==> src/rtl/index_register_bank_if.sv <==
// Bus bundle for index_register_bank: operation request in, register state and status out.
// The master side issues ops; the slave side is the register bank.
interface index_register_bank_if #(
  parameter int WIDTH = 8,
  parameter int NREG  = 2
);
  localparam int SW = (NREG > 1) ? $clog2(NREG) : 1;

  logic [2:0]            op;
  logic [SW-1:0]         sel_dst;
  logic [SW-1:0]         sel_src;
  logic [WIDTH-1:0]      IN_DATA;
  logic [WIDTH-1:0]      OUT_SEL;
  logic [NREG*WIDTH-1:0] OUT_ALL;
  logic                  flag_N;
  logic                  flag_Z;
  logic                  flag_W;
  logic                  upd_valid;
  logic                  err;

  modport master (
    output op, sel_dst, sel_src, IN_DATA,
    input  OUT_SEL, OUT_ALL, flag_N, flag_Z, flag_W, upd_valid, err
  );

  modport slave (
    input  op, sel_dst, sel_src, IN_DATA,
    output OUT_SEL, OUT_ALL, flag_N, flag_Z, flag_W, upd_valid, err
  );
endinterface

==> src/rtl/index_register_bank.sv <==
// Bank of NREG index registers with load/inc/dec/transfer/clear ops, status flags and
// accept/reject pulses. All state changes on the falling edge of FSM_Signal.
module index_register_bank #(
  parameter int              WIDTH     = 8,
  parameter int              NREG      = 2,
  parameter logic [WIDTH-1:0] RESET_VAL = '0
) (
  input  logic                FSM_Signal,
  input  logic                reset_IDX,
  index_register_bank_if.slave bus
);
  localparam int SW = (NREG > 1) ? $clog2(NREG) : 1;

  typedef enum logic [2:0] {
    OP_NOP      = 3'd0,
    OP_LOAD     = 3'd1,
    OP_INC      = 3'd2,
    OP_DEC      = 3'd3,
    OP_TRANSFER = 3'd4,
    OP_CLEAR    = 3'd5
  } op_e;

  logic [WIDTH-1:0] regs [NREG];
  logic             flag_n_q;
  logic             flag_z_q;
  logic             flag_w_q;
  logic             upd_valid_q;
  logic             err_q;

  logic [WIDTH-1:0] old_dst;
  logic [WIDTH-1:0] src_val;
  logic             dst_ok;
  logic             src_ok;
  logic [WIDTH-1:0] new_val;
  logic             wrap;
  logic             write_op;
  logic             illegal;
  logic             accept;
  logic             reject;

  // Selectors are decoded against the real register count so that out-of-range
  // indices naturally read as zero and flag the op for rejection.
  always_comb begin
    old_dst = '0;
    src_val = '0;
    dst_ok  = 1'b0;
    src_ok  = 1'b0;
    for (int i = 0; i < NREG; i++) begin
      if (bus.sel_dst == SW'(i)) begin
        old_dst = regs[i];
        dst_ok  = 1'b1;
      end
      if (bus.sel_src == SW'(i)) begin
        src_val = regs[i];
        src_ok  = 1'b1;
      end
    end
  end

  always_comb begin
    new_val  = old_dst;
    wrap     = 1'b0;
    write_op = 1'b0;
    illegal  = 1'b0;
    case (bus.op)
      OP_NOP:      ;
      OP_LOAD:     begin new_val = bus.IN_DATA;       write_op = 1'b1; end
      OP_INC:      begin new_val = old_dst + 1'b1;    wrap = &old_dst;  write_op = 1'b1; end
      OP_DEC:      begin new_val = old_dst - 1'b1;    wrap = ~|old_dst; write_op = 1'b1; end
      OP_TRANSFER: begin new_val = src_val;           write_op = 1'b1; end
      OP_CLEAR:    begin new_val = '0;                write_op = 1'b1; end
      default:     illegal = 1'b1;
    endcase
    accept = write_op && dst_ok && ((bus.op != OP_TRANSFER) || src_ok);
    reject = illegal || (write_op && !accept);
  end

  // Reset wins over any op in the same cycle; rejected ops and NOPs only touch the pulses.
  always_ff @(negedge FSM_Signal) begin
    if (reset_IDX) begin
      for (int i = 0; i < NREG; i++) regs[i] <= RESET_VAL;
      flag_n_q    <= RESET_VAL[WIDTH-1];
      flag_z_q    <= (RESET_VAL == '0);
      flag_w_q    <= 1'b0;
      upd_valid_q <= 1'b0;
      err_q       <= 1'b0;
    end else begin
      upd_valid_q <= accept;
      err_q       <= reject;
      if (accept) begin
        for (int i = 0; i < NREG; i++) begin
          if (bus.sel_dst == SW'(i)) regs[i] <= new_val;
        end
        flag_n_q <= new_val[WIDTH-1];
        flag_z_q <= (new_val == '0);
        flag_w_q <= wrap;
      end
    end
  end

  always_comb begin
    bus.OUT_ALL = '0;
    for (int i = 0; i < NREG; i++) bus.OUT_ALL[i*WIDTH +: WIDTH] = regs[i];
  end

  assign bus.OUT_SEL   = src_val;
  assign bus.flag_N    = flag_n_q;
  assign bus.flag_Z    = flag_z_q;
  assign bus.flag_W    = flag_w_q;
  assign bus.upd_valid = upd_valid_q;
  assign bus.err       = err_q;
endmodule

==> src/flat_wrapper.sv <==
// flat-port wrapper written by rule: the top's interface ports become plain ports
module index_register_bank_flat 
#(
  parameter int              WIDTH     = 8,
  parameter int              NREG      = 2,
  parameter logic [WIDTH-1:0] RESET_VAL = '0
)
  (FSM_Signal, reset_IDX, bus_op, bus_sel_dst, bus_sel_src, bus_IN_DATA, bus_OUT_SEL, bus_OUT_ALL, bus_flag_N, bus_flag_Z, bus_flag_W, bus_upd_valid, bus_err);
  index_register_bank_if #(.WIDTH(WIDTH), .NREG(NREG)) bus_i ();
  input  logic FSM_Signal;
  input  logic reset_IDX;
  input wire logic [$bits(bus_i.op)-1:0] bus_op;
  input wire logic [$bits(bus_i.sel_dst)-1:0] bus_sel_dst;
  input wire logic [$bits(bus_i.sel_src)-1:0] bus_sel_src;
  input wire logic [$bits(bus_i.IN_DATA)-1:0] bus_IN_DATA;
  output wire logic [$bits(bus_i.OUT_SEL)-1:0] bus_OUT_SEL;
  output wire logic [$bits(bus_i.OUT_ALL)-1:0] bus_OUT_ALL;
  output wire logic [$bits(bus_i.flag_N)-1:0] bus_flag_N;
  output wire logic [$bits(bus_i.flag_Z)-1:0] bus_flag_Z;
  output wire logic [$bits(bus_i.flag_W)-1:0] bus_flag_W;
  output wire logic [$bits(bus_i.upd_valid)-1:0] bus_upd_valid;
  output wire logic [$bits(bus_i.err)-1:0] bus_err;
  assign bus_i.op = bus_op;
  assign bus_i.sel_dst = bus_sel_dst;
  assign bus_i.sel_src = bus_sel_src;
  assign bus_i.IN_DATA = bus_IN_DATA;
  assign bus_OUT_SEL = bus_i.OUT_SEL;
  assign bus_OUT_ALL = bus_i.OUT_ALL;
  assign bus_flag_N = bus_i.flag_N;
  assign bus_flag_Z = bus_i.flag_Z;
  assign bus_flag_W = bus_i.flag_W;
  assign bus_upd_valid = bus_i.upd_valid;
  assign bus_err = bus_i.err;
  index_register_bank #(.WIDTH(WIDTH), .NREG(NREG), .RESET_VAL(RESET_VAL)) u_core (.FSM_Signal(FSM_Signal), .reset_IDX(reset_IDX), .bus(bus_i));
endmodule
==> config.mk <==
export PLATFORM = sky130hd
export DESIGN_NAME = index_register_bank_flat
export DESIGN_NICKNAME = d
export VERILOG_FILES = /design/src/rtl/index_register_bank_if.sv /design/src/rtl/index_register_bank.sv /design/src/flat_wrapper.sv
export SDC_FILE = /design/constraint.sdc
export NUM_CORES = 1
export LEC_CHECK = 0
export ABC_AREA = 1
export BUFFER_PORTS_ARGS = -buffer_cell sky130_fd_sc_hd__buf_2
export CAP_MARGIN = 20
export CELL_PAD_IN_SITES_DETAIL_PLACEMENT = 0
export CELL_PAD_IN_SITES_GLOBAL_PLACEMENT = 2
export CORE_ASPECT_RATIO = 1.75
export CORE_MARGIN = 5
export CORE_UTILIZATION = 30
export DETAILED_ROUTE_END_ITERATION = 16
export PLACE_DENSITY = 0.91
export SYNTH_ARGS = -nofsm -noshare
export SYNTH_HDL_FRONTEND = slang
export SYNTH_SLANG_ARGS = --single-unit
export TNS_END_PERCENT = 5
==> constraint.sdc <==
create_clock -name FSM_Signal -period 3.3 [get_ports FSM_Signal]
set_input_delay 0.495 -clock FSM_Signal [delete_from_list [all_inputs] [get_ports FSM_Signal]]
set_output_delay 0.495 -clock FSM_Signal [all_outputs]
set_load 0.02 [all_outputs]
**Yosys cells after proc, flatten, opt, wreduce, memory -nomap -nowiden**

Memory sizes are Yosys's and may differ from the RTL's.
Index checks and enable logic that the tools add are counted.
W data, S select, Z words.

- $add $sub $neg: 2
- Eq/ne operators: 5
- Muxes and demuxes: 18
- Bitwise logic cells: 2
- Reductions and logical operators: 7

Operators by type and width:

| cell | number |
|---|---|
| $pmux W8 S5 | 1 |
| $mux W8 | 4 |
| $mux W1 | 12 |
| $add A8 B1 Y8 const B | 1 |
| $logic_not A8 Y1 | 1 |
| $reduce_and A8 Y1 | 1 |
| $reduce_or A8 Y1 | 1 |
| $sub A8 B1 Y8 const B | 1 |
| $eq A3 B2 Y1 const B | 2 |
| $eq A3 B3 Y1 const B | 2 |
| $reduce_or A6 Y1 | 1 |
| $reduce_or A5 Y1 | 1 |
| $eq A3 B1 Y1 const B | 1 |
| $logic_not A3 Y1 | 1 |
| $or A1 B1 Y1 | 2 |
| $pmux W1 S2 | 1 |
| $logic_not A1 Y1 | 1 |

- Register bits after elaboration: 5
- Memory bits (writable): 16
- Bits of input ports: 15
- Output and inout bits: 29
- Memories kept: 1

Memories:

| memory | depth | width | rd ports | clocked after memory_dff | wr ports | RTL line | text |
|---|---|---|---|---|---|---|---|
| u_core.regs | 2 | 8 | 2 | 0 | 2 | index_register_bank.sv:23 | `logic [WIDTH-1:0] regs [NREG];` |

**Depth between registers and ports, before layout**

Gate-level depths: netlist of run 1.

- Depth after elaboration: 7
- Gate-level depth with buffers: 16

==> results of run 1 <==
==> layout by cell type, fill, tap and decap left out, drive strengths merged, types with 3 or more instances in the layout <==
cell	n
inv	50
ha	6
nand3b	3
nor2	20
nand2	73
buf	104
nand3	17
dfxtp	5
a31oi	4
edfxtp	16
o21ai	12
clkbuf	4
a21oi	10
nand4	6
==> registers in the layout, indices dropped and copies added (netlist names) <==
name                  count
u_core.bus.err            1
u_core.bus.flag_Z         1
u_core.bus.upd_valid      1
u_core.regs              16
u_core.bus.flag_W         1
u_core.bus.flag_N         1
==> synth_stat cells <==
master,count,area share [%]
dfxtp_1,5,6.6
inv_1,28,7.0
a21oi_1,10,3.3
nand3_1,17,5.6
nor3_1,1,0.33
inv_2,4,1.0
fa_1,1,1.3
o21ai_0,11,3.7
nor2_4,1,0.75
nor2_2,3,1.2
o21a_1,2,1.0
nand2_1,73,18
buf_2,2,0.66
nor4_1,2,0.83
nand4_1,6,2.5
a31oi_1,4,1.7
edfxtp_1,16,32
a221oi_1,1,0.58
nand3b_1,3,1.5
ha_1,6,5.0
o21ai_1,1,0.33
nor2_1,16,4.0
a22oi_1,1,0.50
a22o_1,1,0.58
==> logic make-up (layout without fill, tap and decap cells) <==
| kind of cell | after synthesis | in the layout |
|---|---|---|
| buffers and inverters | 34 | 161 |
| flip-flops | 21 | 21 |
| AO/OA/AOI/OAI | 31 | 31 |
| AND/OR/NAND/NOR | 122 | 122 |
| adder cells (fa/ha/maj) | 7 | 7 |
==> worst register-to-register path, cell delays in order (launching register included) <==
cell      delay [ns]
edfxtp_1        0.45
nand2_4         0.11
o21ai_4         0.06
buf_4           0.14
ha_4            0.25
nand2_1         0.06
inv_1           0.08
nand2_1         0.07
nand2_1         0.10
nand2_2         0.07
a21oi_2         0.15
nor2_2          0.06
nor2_2          0.18
nor2_2          0.06
==> cell type report <==
class	instances	area, um2
fillers	474	2142
multi-input cells	160	1060
repair buffers	105	790.8
flip-flops and latches	21	580.6
inverters	31	143.9
clock inverters	22	108.9
well taps	54	67.56
clock buffers	3	41.29
==> routing by layer <==
| metal | vias up | global-route usage [%] |
|---|---|---|
| met1 | 863 | 18.22 |
| li1 | 969 | - |
| met2 | 57 | 32.49 |
| met4 | 0 | 9.658 |
| met3 | 18 | 2.492 |
| met5 | - | 0 |
==> through the flow <==
stage | hold WS [ns] | util, % | setup WS, ns | cell area, um2 | TNS, ns
after floorplan | 0.5367 | - | -0.3294 | 1600 | -5.644
after global placement | 0.4522 | 45.16 | -0.6507 | 2228 | -11.41
after detailed placement | 0.4573 | 45.16 | -0.6622 | 2228 | -11.96
after CTS | 0.4729 | 52.92 | -0.1883 | 2611 | -1.680
after global routing | 0.5056 | 56.59 | -0.3771 | 2793 | -3.724
final | 0.4876 | 56.59 | -0.2790 | 2793 | -2.159
==> what timing repair did <==
item	4_1_cts	5_1_grt
hold buffers	0	0
endpoints found under the setup margin	21	20
pin swaps	28	31
cloned	0	1
resized for setup	45	42
setup buffers	10	4
==> power groups by stage <==
stage / Sequential, mW / Clock [mW] / Combinational [mW]
after global routing: 0.330 / 0.393 / 0.419
final: 0.329 / 0.340 / 0.389
after global placement: 0.331 / 0.0402 / 0.306
after CTS: 0.328 / 0.345 / 0.349
after detailed placement: 0.331 / 0.0402 / 0.306
after floorplan: 0.353 / 0.0402 / 0.140
==> how the worst min path moves through the flow <==
stage                      startpoint           endpoint  slack [ns]  cells past startpoint
CTS                 u_core.bus.flag_N  u_core.bus.flag_N        0.47                      2
global route        u_core.bus.flag_N  u_core.bus.flag_N        0.51                      2
global placement    u_core.bus.flag_N  u_core.bus.flag_N        0.45                      2
finish              u_core.bus.flag_N  u_core.bus.flag_N        0.49                      2
floorplan           u_core.bus.flag_N  u_core.bus.flag_N        0.54                      2
detailed placement  u_core.bus.flag_N  u_core.bus.flag_N        0.46                      2
==> results by group, run 1 <==
Status
  – Outcome: finished, violations left
  – Violations in the final reports: negative setup slack

GRT
  – Vias in the first global route: around 2000
  – Number of antenna violations at the first check in global routing: 0
  – Total GRT Usage: 17.60%
  – Residual overflow from global routing: 0
  – First-pass GRT wire length: 9.328 mm
  – Pin count of the biggest net entering global routing: 13

Power and ir drop
  – Sequential cell fraction of total power: 31.1%
  – Highest ir drop seen on vdd: 0.4224 mV
  – Net Sw Frac: between 30% and 40%
  – Internal cell power: around 0.7 mW
  – Clock share of power: 32.2%
  – Static leakage: around 1.5 nW
  – Total net switching power: 0.3726 mW
  – Total chip power: 1.057 mW
  – Part of the power in combinational logic: between 30% and 40%
  – PD cells: between 300 and 400 mW/mm2

Clock network
  – Clock sinks: 21
  – CTS buffer count: 3
  – Cell chosen for the clock root: clkbuf_8
  – Clk_lat worst skew: between 0.3 and 0.4 ns
  – Clock Path Buffers: 2
  – Deepest level of the CTS H-tree: 1
  – Post-CTS clock slew at the launch and capture registers of the worst setup and hold paths: 0.03 ns
  – TritonCTS clock tree: built

Route
  – Pre-Repair DR Iteration Count: 4
  – Starting DRT DRC Count: 80
  – Wirelength per Cell: 14.95 um
  – Amount of wire on met2 after detailed routing: approximately 3.4 mm
  – Via count: ~1900
  – Met3 WL post-DR: between 200 and 250 um
  – Met1 wire length: ~2.1 mm
  – Number of design rule violations left after detail routing: 0
  – Antenna Violating Nets Remaining: 0
  – Total wire length: 5.921 mm
  – Drt via density: between 4 and 5
  – Highest signal layer in the routed design: met4

Logic synthesis
  – Post-Synthesis Cells: about 220
  – Fraction of the yosys area taken by sequential cells: a little under 40%
  – #FFs+latches synth: 21
  – Mux contribution to synthesized area: 0%
  – Post-Synth Adder-Cell Area: 6.307%
  – Net count of the mapped netlist: about 240
  – Share of the synthesized netlist area taken by xor and xnor gates: 0%
  – Count of different cell masters after synthesis: 24
  – Compound-Gate Fraction of Synth Area: a little under an eighth
  – Main combinational cell family by area after synthesis: simple AND/OR/NAND/NOR gates
  – Synth Cell Area: about 0.0015 mm2
  – Synthesized-area fraction occupied by and/or/nand/nor cells: 34.94%
  – Average size of a mapped cell: 7.013 um2
  – Yosys warnings: 0

Critical path
  – Max stage delay on crit path: 0.29 ns
  – Crit path arrival time: about 2.0 ns
  – Slowest cell on the critical path: ha_4
  – Dominant delay contributor by cell family on the critical path: simple AND/OR/NAND/NOR gates
  – Endpoint type of the worst setup path: register
  – Max Fanout on Critical Path: 8
  – Crit path buffers/inverters: 3
  – Worst setup SP type: input pin
  – Launch point of the worst reg-to-reg path: u_core.regs[0][9]
  – Crit-path most repeated cell: nor2_2
  – Cells traversed along the worst timing path: buf_4 -> nand3_4 -> clkinv_8 -> buf_6 -> ha_4 -> nand2_4 -> o21a_1 -> a21oi_2 -> nor2_2 -> nor2_2 -> nor2_2
  – WP depth: 11
  – Number of cells on the worst reg-to-reg path: 13
  – Setup slack of the most critical reg-to-reg path: 1.21 ns
  – Critical Path RT: around 1.7 ns
  – Crit Path Class: input pin to register
  – Launch point of the critical path: bus_op[1]
  – Endpoint of the worst-slack reg-to-reg timing path: u_core.regs[0][7]
  – Critical Path End: u_core.regs[0][7]

Floorplanning
  – Number of top-level design ports: 44
  – Die Y-Extent: ~100 um
  – Die outline area: approximately 0.0066 mm2
  – Effective utilization at floorplan: ~30%
  – Die width: 63.59 um
  – Count of standard-cell rows: 34
  – Core footprint: 0.004935 mm2

Placement
  – Placed cells: 357
  – # port buffers: 43
  – Detailed Place HPWL: around 4.5 mm
  – GPL Wtd Cong: 0.8551

Min path
  – Path class of the lowest-slack min-delay path: register to register

Flow run
  – Max capacitance violation total: 0

STA
  – Unrepaired setup endpoints after global routing: yes
  – Worst slew margin relative to its limit: a little over two thirds
  – Clk_skew: 0.01394 ns
  – Final hold violation count: 0
  – Max Slew Vio Count: 0
  – Final number of setup-violating endpoints: 15
  – Setup WS post-layout: -0.2790 ns
  – Transition time of the tightest slew-check pin: around 0.44 ns

Finish
  – # nets final: 365
  – Antenna diode instance count: 0
  – Share of final-layout standard cells stronger than drive strength 1: a little over half
  – Layout overhead on the synthesized area: 85.23%
  – Final instance count without filler cells: about 400
No activity file was read; power rests on OpenSTA's default activity.
==> run 2: changes to the inputs <==
BUFFER_PORTS_ARGS = -buffer_cell sky130_fd_sc_hd__buf_4   (was -buffer_cell sky130_fd_sc_hd__buf_2)
==> run 2 against run 1 <==
Compared with the run above: the flow still finishes with violations (negative setup slack); critical path depth grew 3; sequential share of layout area down 0.60 points; final area grew 3.0%; cell count shrank 0.25%; clock-buffer cell count is the same; critical endpoint is now u_core.bus.flag_Z; largest cell class unchanged.
==> results by group, run 2 (synthesis results as in run 1) <==
Power and ir drop
  – Static leakage: 1.453 nW (+0.11%)
  – Highest ir drop seen on vdd: 0.3292 mV (-22%)
  – PD cells: 343.7 mW/mm2 (-9.2%)

Critical path
  – Max stage delay on crit path: 0.28 ns (about the same)
  – Worst setup SP type: input pin
  – Dominant delay contributor by cell family on the critical path: simple AND/OR/NAND/NOR gates
  – Crit-path most repeated cell: nor2_2
  – Slowest cell on the critical path: ha_4
  – Critical Path RT: 1.92 ns (+0.20 ns)
  – Launch point of the worst reg-to-reg path: u_core.regs[0][9]
  – Crit Path Class: input pin to register
  – Crit path buffers/inverters: 5 (+2)
  – Crit path arrival time: 2.19 ns (+0.19 ns)
  – WP depth: 14 (+3)
  – Cells traversed along the worst timing path: buf_8 -> inv_6 -> nand3_4 -> clkinv_8 -> buf_6 -> ha_4 -> nand2_4 -> o21a_1 -> a21oi_2 -> nor2_2 -> nor2_2 -> buf_4 -> nand3_1 -> nand2_1
  – Number of cells on the worst reg-to-reg path: 15 (+2)
  – Max Fanout on Critical Path: 7 (-1)
  – Launch point of the critical path: bus_op[2]
  – Endpoint type of the worst setup path: register

STA
  – Unrepaired setup endpoints after global routing: yes
  – Setup WS post-layout: -0.2685 ns (+0.01050 ns)
  – Max Slew Vio Count: 0 (unchanged)
  – Setup TNS Final: -1.655 ns (+0.5040 ns)
  – Clk_skew: 0.009443 ns (-0.004495 ns)
  – Transition time of the tightest slew-check pin: 0.2941 ns (-0.1463 ns)
  – Final hold violation count: 0 (unchanged)
  – Worst slew margin relative to its limit: 80.39% (+9.8 points)
  – Final number of setup-violating endpoints: 14 (-1)

Finish
  – Most common cell after layout, fill and taps aside: buf_4
  – Antenna diode instance count: 0 (unchanged)
  – Share of final-layout standard cells stronger than drive strength 1: 53.37% (+0.45 points)
  – Layout overhead on the synthesized area: 90.71%
  – Total area of sequential cells: 580.6 um2 (unchanged)
  – Fill cells: 478 (+0.84%)
  – # nets final: 364 (-0.27%)
  – Highest-count cells in the layout ignoring fill and taps: buf_4 (91), nand2_1 (56), inv_1 (38)
  – Number of flip-flops under the largest register name: 16 (unchanged)
  – Reg with most FFs: u_core.regs
  – Area of combinational cells with multiple inputs: 0.001110 mm2 (+4.7%)

Clock network
  – CTS buffer count: 3 (unchanged)
  – Post-CTS clock slew at the launch and capture registers of the worst setup and hold paths: 0.04 ns (about the same)
  – Clk_lat worst skew: 0.33 ns (about the same)
  – Clock sinks: 21 (unchanged)
  – Clock Path Buffers: 2 (unchanged)
  – CTS hold repair buffers: 0 (unchanged)
  – Cell chosen for the clock root: clkbuf_8
  – TritonCTS clock tree: built
  – Deepest level of the CTS H-tree: 1 (unchanged)

GRT
  – GRT met1 Usage: 19.03% (+0.80 points)
  – Number of antenna violations at the first check in global routing: 0 (unchanged)
  – Residual overflow from global routing: 0 (unchanged)
  – Grt met3 use: 2.059% (-0.43 points)
  – Met2 Usage GRT: 32.78% (+0.29 points)
  – Vias in the first global route: 2008 (-1.4%)
  – First-pass GRT wire length: 9.294 mm (-0.36%)
  – Busiest layer in global routing: met2
  – Total GRT Usage: 17.27% (-0.33 points)
  – Pin count of the biggest net entering global routing: 12 (-1)

Route
  – Drt via density: 4.808 (-0.17%)
  – Total wire length: 5.705 mm (-3.6%)
  – Number of design rule violations left after detail routing: 0 (unchanged)
  – Via count: 1899 (-0.42%)
  – Pre-Repair DR Iteration Count: 5 (+1)
  – Wirelength per Cell: 14.44 um (-3.4%)
  – Starting DRT DRC Count: 84 (+5.0%)
  – Antenna Violating Nets Remaining: 0 (unchanged)

Flow run
  – Max capacitance violation total: 0 (unchanged)

Floorplanning
  – Die Y-Extent: 103.8 um (unchanged)
  – Number of top-level design ports: 44 (unchanged)
  – Effective utilization at floorplan: 30.55% (unchanged)
  – Die width: 63.59 um (unchanged)
  – Die outline area: 0.006599 mm2 (unchanged)
  – Core footprint: 0.004935 mm2 (unchanged)
  – Count of standard-cell rows: 34 (unchanged)

Status
  – Outcome: finished, violations left
  – Violations in the final reports: negative setup slack

Placement
  – GPL Wtd Cong: 0.8256 (-3.4%)
  – Detailed Place HPWL: 4.510 mm (-0.35%)
  – Post-placement setup slack: -0.6179 ns (+0.04434 ns)
  – # port buffers: 43 (unchanged)

Min path
  – Path class of the lowest-slack min-delay path: register to register
  – Number of stages on the worst hold path: 2 (unchanged)
  – Critical hold path startpoint: u_core.bus.flag_N
run 2: cell types whose count changed in the layout (fill, tap and decap cells not counted), moves of 2 or more:
cell     change
inv_6        +2
nand2_2      -2
buf_8        +2
buf_6        -3
buf_2       -34
a31oi_1      -2
a31oi_2      +2
buf_4       +35
run 2: cell type report:
cell class	instances	area share, %
multi-input combinational	160	38.60
timing repair buffer	104	29.72
clock buffer	3	1.436
clock inverter	22	2.872
tap	54	2.350
sequential	21	20.19
inverter	31	4.830
run 2: routing by layer:
layer  wire, um  share of wire (%)
met1       2096                 37
met2       3350                 59
met3        167                2.9
met4         91                1.6
met5          0                  0
run 2: tightest hold or removal path, delay by kind of cell (launching register included):
kind	cells	cell delay, ns
AO/OA/AOI/OAI	1	0.05
flip-flops	1	0.31
AND/OR/NAND/NOR	1	0.08
run 2: final timing paths:
kind / endpoint / slack (ns)
worst max-delay path: u_core.bus.flag_Z / -0.27
worst min-delay path: u_core.bus.flag_N / 0.48
worst max register to register: u_core.bus.flag_Z / 1.28
worst min register to register: u_core.bus.flag_N / 0.48
run 2: where the power goes:
group | leakage, nW | switching [mW] | internal [mW]
combinational | 1.10 | 0.210 | 0.193
clock | 0.139 | 0.139 | 0.116
sequential | 0.212 | 0.0177 | 0.311
total | 1.45 | 0.367 | 0.621
run 2: through the flow:
stage | total power [mW] | hold WS [ns] | std cells | instance area, um2 | utilization [%]
global placement | 0.7044 | 0.4584 | 359 | 2364 | 47.90
global route | 1.081 | 0.5042 | 395 | 2875 | 58.27
CTS | 0.9591 | 0.4736 | 390 | 2685 | 54.41
finish | 0.9882 | 0.4823 | 395 | 2875 | 58.27
detailed placement | 0.7065 | 0.4652 | 359 | 2364 | 47.90
floorplan | 0.5330 | 0.5367 | 215 | 1600 | -
run 2: repair_timing:
action,in CTS,in global routing
resized for setup,39,44
endpoints found under the hold margin,0,0
setup buffers,7,5
pin swaps,28,24
gates cloned,0,0
setup endpoints to repair,19,41
==> run 3: changes to the inputs <==
ABC_AREA = default   (was 1)
CORE_UTILIZATION = 34   (was 30)
==> run 3 against run 2 <==
Compared with the run above: the flow still finishes with violations (negative setup slack); utilization up 1.5 points; final area shrank 9.4%; die area fell by 10%; non-clock buffer count is 10 lower; combinational power up 5.7%; clock skew rose by 0.0097 ns; via count decreased by 14%; critical path depth decreased by 5; sequential cell count is the same; first-iteration DRC count down 52%; sequential power about the same.
==> results by group, run 3 <==
Logic synthesis
  – Synth Cell Area: 0.001510 mm2 (+0.17%)
  – Net count of the mapped netlist: 168 (-29%)
  – Fraction of post-synthesis cell area in the top cell type by area: 31.81% (-0.053 points)
  – #FFs+latches synth: 21 (unchanged)
  – Post-Synthesis Cells: 146 (-32%)
  – Most common library cells after synthesis: edfxtp_1 (16), nor2_1 (12), mux2_2 (11), nand2_1 (11), a21oi_1 (10)
  – Average size of a mapped cell: 10.34 um2 (+48%)
  – Fraction of the yosys area taken by sequential cells: 38.44% (-0.064 points)
  – Library cell occupying the most area in the post-synthesis netlist: edfxtp_1
  – Async S/R FF share, synth: 0% (unchanged)
  – Leading register cell type out of synthesis: edfxtp_1
  – Most area-consuming cells after synthesis: edfxtp_1 (32%), mux2_2 (8.2%), dfxtp_1 (6.6%)
  – Count of different cell masters after synthesis: 52 (+120%)
  – Yosys warnings: 0 (unchanged)
  – Number of flops mapped to enable cells by yosys: 16 (unchanged)
  – Dominant cell by count in the synthesized netlist: edfxtp_1

Route
  – Wirelength per Cell: 18.48 um (+28%)
  – Total wire length: 5.710 mm (about the same)
  – Antenna Violating Nets Remaining: 0 (unchanged)
  – Number of design rule violations left after detail routing: 0 (unchanged)
  – Via count: 1641 (-14%)
  – Starting DRT DRC Count: 40 (-52%)
  – Pre-Repair DR Iteration Count: 4 (-1)
  – Drt via density: 5.311 (+10%)

Clock network
  – Clock Path Buffers: 2 (unchanged)
  – Deepest level of the CTS H-tree: 1 (unchanged)
  – Cell chosen for the clock root: clkbuf_8
  – Post-CTS clock slew at the launch and capture registers of the worst setup and hold paths: 0.05 ns (about the same)
  – Clk_lat worst skew: 0.34 ns (about the same)
  – TritonCTS clock tree: built
  – CTS buffer count: 3 (unchanged)
  – CTS hold repair buffers: 0 (unchanged)
  – Clock sinks: 21 (unchanged)

STA
  – Setup TNS Final: -6.490 ns (-4.836 ns)
  – Max Slew Vio Count: 0 (unchanged)
  – Worst slew margin relative to its limit: 72.62% (-7.8 points)
  – Final hold violation count: 0 (unchanged)
  – Clk_skew: 0.01916 ns (+0.009720 ns)
  – Unrepaired setup endpoints after global routing: yes
  – Setup WS post-layout: -0.5392 ns (-0.2706 ns)
  – Final number of setup-violating endpoints: 24 (+10)
  – Hold Slack: 0.4762 ns (-0.006036 ns)
  – Transition time of the tightest slew-check pin: 0.3993 ns (+0.1052 ns)

GRT
  – Vias in the first global route: 1824 (-9.2%)
  – Pin count of the biggest net entering global routing: 15 (+3)
  – First-pass GRT wire length: 8.832 mm (-5.0%)
  – Total GRT Usage: 19.96% (+2.7 points)
  – Number of antenna violations at the first check in global routing: 0 (unchanged)
  – Residual overflow from global routing: 0 (unchanged)

Critical path
  – Endpoint type of the worst setup path: register
  – Max Fanout on Critical Path: 7 (unchanged)
  – Cells traversed along the worst timing path: buf_12 -> mux2_4 -> ha_4 -> nand4_1 -> o221ai_2 -> xor2_1 -> a221oi_2 -> nand4_1 -> o31ai_2
  – Critical Path RT: 1.90 ns (-0.02 ns)
  – Crit-path most repeated cell: nand4_1
  – Crit path arrival time: 2.44 ns (+0.25 ns)
  – Slowest cell on the critical path: a221oi_2
  – Crit Path Class: input pin to register
  – Max stage delay on crit path: 0.36 ns (+0.08 ns)
  – Worst setup SP type: input pin
  – Number of cells on the worst reg-to-reg path: 9 (-6)

Min path
  – Path class of the lowest-slack min-delay path: register to register
  – Number of stages on the worst hold path: 2 (unchanged)

Finish
  – Number of flip-flops under the largest register name: 16 (unchanged)
  – Fill cells: 391 (-18%)
  – Layout overhead on the synthesized area: 72.58%
  – Highest-count cells in the layout ignoring fill and taps: buf_4 (76), inv_1 (24), buf_6 (17)
  – Most common cell after layout, fill and taps aside: buf_4
  – Reg with most FFs: u_core.regs
  – Final instance count without filler cells: 309 (-22%)
  – Antenna diode instance count: 0 (unchanged)
  – Share of final-layout standard cells stronger than drive strength 1: 55.04% (+1.7 points)
  – # nets final: 281 (-23%)

Status
  – Outcome: finished, violations left
  – Violations in the final reports: negative setup slack

Power and ir drop
  – PD cells: 395.6 mW/mm2 (+15%)
  – Total chip power: 1.031 mW (+4.3%)
  – Highest ir drop seen on vdd: 0.3545 mV (+7.7%)
  – Static leakage: 1.249 nW (-14%)

Floorplanning
  – Die width: 60.38 um (-5.0%)
  – Effective utilization at floorplan: 34.60% (+4.1 points)
  – Die outline area: 0.005927 mm2 (-10%)
  – Core footprint: 0.004364 mm2 (-12%)
  – Die Y-Extent: 98.17 um (-5.4%)
  – Number of top-level design ports: 44 (unchanged)
  – Count of standard-cell rows: 32 (-5.9%)

Placement
  – Detailed Place HPWL: 4.304 mm (-4.6%)
  – Placed cells: 284 (-21%)
  – # port buffers: 43 (unchanged)
  – Post-placement setup slack: -0.9941 ns (-0.3762 ns)
  – GPL Wtd Cong: 0.8639 (+4.6%)

Flow run
  – Max capacitance violation total: 0 (unchanged)
[run 3: cell families after synthesis]
logic type / count (synthesis) / synth area share [%]
flip-flops: 21 / 38.44
AO/OA/AOI/OAI: 34 / 16.82
adder cells (fa/ha/maj): 7 / 6.297
XOR/XNOR: 5 / 2.900
multiplexers: 17 / 13.26
buffers and inverters: 12 / 4.723
AND/OR/NAND/NOR: 50 / 17.57
[run 3: worst max-delay path, delay by kind of cell]
kind                       cells  cell delay, ns
adders and majority gates      1            0.30
AOI/OAI and AO/OA              3            0.77
buffers and inverters          1            0.12
xor gates and xnor gates       1            0.12
and+or+nand+nor                2            0.30
muxes                          1            0.33
[run 3: final timing paths]
| check | from | end | slack (ns) |
|---|---|---|---|
| setup reg to reg | u_core.regs[0][3] | u_core.bus.flag_Z | 0.91 |
| setup / recovery | bus_sel_dst | u_core.bus.flag_Z | -0.54 |
| hold reg to reg | u_core.bus.flag_W | u_core.bus.flag_W | 0.48 |
| hold / removal | u_core.bus.flag_W | u_core.bus.flag_W | 0.48 |
[run 3: what timing repair did]
item | CTS | global route
buffers inserted | 1 | 0
pin swaps | 14 | 5
gates resized for setup | 37 | 15
endpoints found under the setup margin | 25 | 25
[run 3: per-layer routing]
metal / vias up / global-route usage [%] / share of wire [%]
met5: - / 0 / 0
met1: 786 / 19.59 / 34
met3: 12 / 4.101 / 4.6
met4: 0 / 8.703 / 2.8
met2: 66 / 37.58 / 59
li1: 777 / - / -
[run 3: power breakdown]
part	switching, mW	internal [mW]	total, mW	leakage, nW
registers	0.0163	0.313	0.329	0.213
clock network	0.159	0.116	0.276	0.139
logic	0.208	0.218	0.426	0.897
total	0.383	0.647	1.03	1.25
[run 3: stage by stage]
stage | util [%] | cell area (um2)
global route | 59.72 | 2606
finish | 59.72 | 2606
global placement | 52.09 | 2273
CTS | 58.34 | 2546
detailed placement | 52.09 | 2273
floorplan | - | 1564
[run 3: layout make-up]
| type | instances | area (um2) | share of cell area [%] |
|---|---|---|---|
| multi-input cells | 113 | 1032 | 39.61 |
| repair buffers | 94 | 782.0 | 30.00 |
| well taps | 51 | 63.81 | 2.448 |
| clock buffers | 3 | 41.29 | 1.584 |
| clock inverters | 22 | 82.58 | 3.169 |
| inverters | 5 | 23.77 | 0.9121 |
| flip-flops and latches | 21 | 580.6 | 22.28 |
